===== src/rtl/dmem_responder.sv =====
// Word-addressed data memory answering MEM-stage loads/stores over valid/ready.
// Latency: response visible LATENCY cycles after acceptance; one request in flight, held until rsp_ready.
module dmem_responder #(
  parameter int DEPTH   = 32,
  parameter int ADDR_W  = 5,
  parameter int LATENCY = 2
) (
  input  logic        clk,
  input  logic        rst_n,
  input  logic        req_valid,
  output logic        req_ready,
  input  logic        req_we,
  input  logic [31:0] req_addr,
  input  logic [31:0] req_wdata,
  output logic        rsp_valid,
  input  logic        rsp_ready,
  output logic [31:0] rsp_rdata,
  output logic        rsp_err,
  output logic        busy
);

  localparam logic [1:0] S_IDLE = 2'd0;
  localparam logic [1:0] S_WAIT = 2'd1;
  localparam logic [1:0] S_RESP = 2'd2;

  logic [1:0]        state;
  logic [3:0]        cnt;
  logic              lat_we;
  logic [ADDR_W-1:0] lat_idx;
  logic [31:0]       lat_wdata;
  logic              lat_err;
  logic [31:0]       rdata_q;
  logic              err_q;
  logic [31:0]       mem [DEPTH];

  logic [ADDR_W-1:0] req_idx;
  logic [31:0]       req_idx_ext;
  logic              req_err;

  assign req_idx     = req_addr[ADDR_W+1:2];
  assign req_idx_ext = 32'(req_idx);
  assign req_err     = (req_addr[1:0] != 2'b00) ||
                       (req_addr[31:ADDR_W+2] != '0) ||
                       (req_idx_ext >= 32'(DEPTH));

  // With zero latency the access happens on the acceptance edge, straight from the request.
  logic              acc_we;
  logic [ADDR_W-1:0] acc_idx;
  logic [31:0]       acc_wdata;
  logic              acc_err;
  logic              go_resp;

  assign acc_we    = (state == S_IDLE) ? req_we    : lat_we;
  assign acc_idx   = (state == S_IDLE) ? req_idx   : lat_idx;
  assign acc_wdata = (state == S_IDLE) ? req_wdata : lat_wdata;
  assign acc_err   = (state == S_IDLE) ? req_err   : lat_err;
  assign go_resp   = ((state == S_IDLE) && req_valid && (LATENCY == 0)) ||
                     ((state == S_WAIT) && (cnt == 4'd0));

  assign req_ready = (state == S_IDLE);
  assign rsp_valid = (state == S_RESP);
  assign busy      = (state != S_IDLE);
  assign rsp_rdata = rdata_q;
  assign rsp_err   = err_q;

  always_ff @(posedge clk) begin
    if (!rst_n) begin
      state     <= S_IDLE;
      cnt       <= 4'd0;
      lat_we    <= 1'b0;
      lat_idx   <= '0;
      lat_wdata <= 32'd0;
      lat_err   <= 1'b0;
      rdata_q   <= 32'd0;
      err_q     <= 1'b0;
      for (int i = 0; i < DEPTH; i++) mem[i] <= 32'd0;
    end else begin
      case (state)
        S_IDLE: begin
          if (req_valid) begin
            lat_we    <= req_we;
            lat_idx   <= req_idx;
            lat_wdata <= req_wdata;
            lat_err   <= req_err;
            if (LATENCY == 0) begin
              state <= S_RESP;
            end else begin
              state <= S_WAIT;
              cnt   <= 4'(LATENCY - 1);
            end
          end
        end
        S_WAIT: begin
          if (cnt != 4'd0) cnt <= cnt - 4'd1;
          else             state <= S_RESP;
        end
        S_RESP: begin
          if (rsp_ready) begin
            state   <= S_IDLE;
            rdata_q <= 32'd0;
            err_q   <= 1'b0;
          end
        end
        default: state <= S_IDLE;
      endcase

      // Errored accesses never touch the array.
      if (go_resp) begin
        if (acc_err) begin
          rdata_q <= 32'd0;
          err_q   <= 1'b1;
        end else if (acc_we) begin
          mem[acc_idx] <= acc_wdata;
          rdata_q      <= 32'd0;
        end else begin
          rdata_q <= mem[acc_idx];
        end
      end
    end
  end

endmodule


===== config.mk =====
export PLATFORM = sky130hd
export DESIGN_NAME = dmem_responder
export DESIGN_NICKNAME = d
export VERILOG_FILES = /design/src/rtl/dmem_responder.sv
export SDC_FILE = /design/constraint.sdc
export NUM_CORES = 2
export LEC_CHECK = 0
export ABC_AREA = 1
export CAP_MARGIN = 20
export CORE_ASPECT_RATIO = 1.25
export CORE_MARGIN = 3
export CORE_UTILIZATION = 50
export CTS_BUF_LIST = sky130_fd_sc_hd__clkbuf_16
export CTS_CLUSTER_DIAMETER = 50
export DETAILED_ROUTE_END_ITERATION = 8
export GPL_TIMING_DRIVEN = 1
export MAX_ROUTING_LAYER = met4
export PLACE_DENSITY_LB_ADDON = 0.2
export REMOVE_ABC_BUFFERS = 1
export SYNTH_ARGS = -nofsm -noshare
export SYNTH_HDL_FRONTEND = slang
export SYNTH_SLANG_ARGS = --single-unit

===== constraint.sdc =====
create_clock -name clk -period 3.9 [get_ports clk]
set_input_delay 0.78 -clock clk [delete_from_list [all_inputs] [get_ports clk]]
set_output_delay 0.78 -clock clk [all_outputs]
set_load 0.02 [all_outputs]

==> metrics.txt <==
status finished, final reports clean; Worst Hold Class reg2reg; # placed instances about 7700; Synth area leaders edfxtp_1, nand2_1, nor2_1, inv_1, dfxtp_1; post-route ant nets 0; first-pass GRT wire length approximately 250000 um; slack of the worst reg-to-reg path around 580 ps; Hold Buf Count CTS 0; number of synthesized flops with an enable pin between 1000 and 1500; Max Slew Vio Count 0; Synth Warn # 0; CORE AREA roughly 110000 um^2; routed length per placed instance approximately 21 um; Final Hold Fails 0; clock root buffer clkbuf_16; Finished Layout Cells 7908; Slew @ Worst Pin about 1100 ps; Inserted Clock Buffers between 100 and 150; post-synth cell types 34; CTS max path bufs 3; critical path launch point type register; drt pass-1 iters 6; min-delay src cnt[3]$_SDFFE_PN0P_; CP endpoint kind output pin; # rows around 130; Netlist Area Pre-Place approximately 54000 um^2; die area 113000 um^2; vias in the first global route roughly 40000; CTS tree done; Critical Path Fanout Max 34; setup ws final slightly above 200 ps; Fmax achieved about 270 MHz; synth-to-layout area growth 12.2%; DR vias/cell roughly 5.3; worst setup path startpoint state[0]$_SDFFE_PN0P_; clk sinks about 1100; Die Width between 300 and 400 um; DP HPWL approximately 100000 um; worst ir drop on vdd 379 uV; RSZ-0062 raised after global routing no; final worst path period share 0.947; synthesized instance count about 6400; clk_skew between 20 and 25 ps; GRT overflow 0; fraction of registers with async set/reset 0; clk slew on worst S/H paths roughly 60 ps; later-pin clock latency in the skew report 720 ps; Crit Path Class reg2out; Worst Reg-to-Reg Cells 11; top cell type by total area after synthesis edfxtp_1; Port Buffer Count between 100 and 150; hold path depth 2; Synth top cells by count nand2_1, nor2_1, edfxtp_1; Yosys top cell area share 0.567; Final nets about 6500; endpoints failing setup 0; I/O pins 105; Syn Area/Cell between 8 and 9 um^2; CTS resizes 0; routability congestion estimate between 0.8 and 0.9; most used flip-flop cell after synthesis edfxtp_1; layout cells sized above 1 0.0744; DRC violations left 0; Die Y approximately 370 um; initial core utilization 0.506; Final Critical Period around 3700 ps; Max Cap Viol 0; PwrDens approximately 510 nW/um^2; Worst EP required approximately 3100 ps; Yosys reg bits roughly 1100; Post-Route WL ~170000 um; worst reg2reg startpoint state[0]$_SDFFE_PN0P_; Leak roughly 28 nW; H-tree Lvls 3; Seq/Total Area, Yosys 0.595; Tot GR Track Use 0.302; drt initial violations roughly 4500; Critical Path AT just under 3000 ps; setup bufs post-CTS 0; initial antenna violation count 0; largest net degree at the start of global routing around 110; Relative slew margins 0.268; Vias ~42000; pre-CTS setup slack 233 ps; count leader, synth nand2_1
[power breakdown]
group          internal [mW]  switching (mW)  total, mW
combinational           1.65            5.14       6.79
clock                   6.32            4.65       11.0
sequential              13.3           0.166       13.5
total                   21.3            9.95       31.2
[cell usage in the layout (no fill, tap or decap), types with 48 or more instances in the layout]
cell             count
clkdlybuf4s50_1    103
a21oi_1             79
clkbuf_16          115
buf_12              48
dfxtp_1             78
o21ai_0            143
nor2_1            1180
nand2_1           2345
buf_4              144
edfxtp_1          1024
nand3_1             93
inv_1              888
[registers in the layout, summed over array words and instances, names as in the netlist]
signal,count
mem,1024
rsp_err,1
lat_idx,5
state,2
lat_we,1
lat_err,1
cnt,4
rsp_rdata,32
lat_wdata,32
[routing by layer]
metal	global-route usage	routed length (um)	share of wire
met5	-	0	0
met2	0.461	76400	0.46
met1	0.407	65400	0.40
met4	0.129	7660	0.046
met3	0.0413	15700	0.095
[final cells by class]
| type | count | area (um^2) |
|---|---|---|
| Timing Repair Buffer | 296 | 3080 |
| Inverter | 870 | 3280 |
| Clock inverter | 94 | 842 |
| Antenna cell | 2 | 5.00 |
| Clock buffer | 115 | 2880 |
| Fill cell | 9663 | 46400 |
| Tap cell | 1428 | 1790 |
| Sequential cell | 1102 | 32300 |
| Multi-Input combinational cell | 4001 | 16700 |
[kinds of logic after synthesis]
group           share of synthesized area
compound gates                     0.0262
xor+xnor                         0.000161
fa+ha+maj                        0.000461
buf+inv                             0.104
flops                               0.595
simple gates                        0.274
[path summary, 6_finish.rpt]
| path | endpoint |
|---|---|
| max | req_ready |
| min | cnt[3]$_SDFFE_PN0P_ |
| max reg2reg | rsp_rdata[6]$_SDFFE_PN0P_ |
| min reg2reg | cnt[3]$_SDFFE_PN0P_ |
[worst max-delay path, cell delays in order, from the launching register on]
cell and delay, ps:
dfxtp_1 390, nor2_8 440, buf_4 630, clkdlybuf4s50_1 730
[per-stage QoR]
stage / hold WS, ps / utilization / instance area [um^2] / TNS [ps] / total power [mW]
2_1_floorplan: 439 / - / 51900 / -9063370 / 17.8
3_3_place_gp: 452 / 0.533 / 57200 / 0 / 20.4
3_5_place_dp: 457 / 0.533 / 57200 / 0 / 20.4
4_1_cts: 466 / 0.568 / 60900 / 0 / 31.2
5_1_grt: 476 / 0.568 / 60900 / 0 / 32.3
6_report: 465 / 0.568 / 60900 / 0 / 31.2
Note: power is estimated with default switching activity, not from simulation.
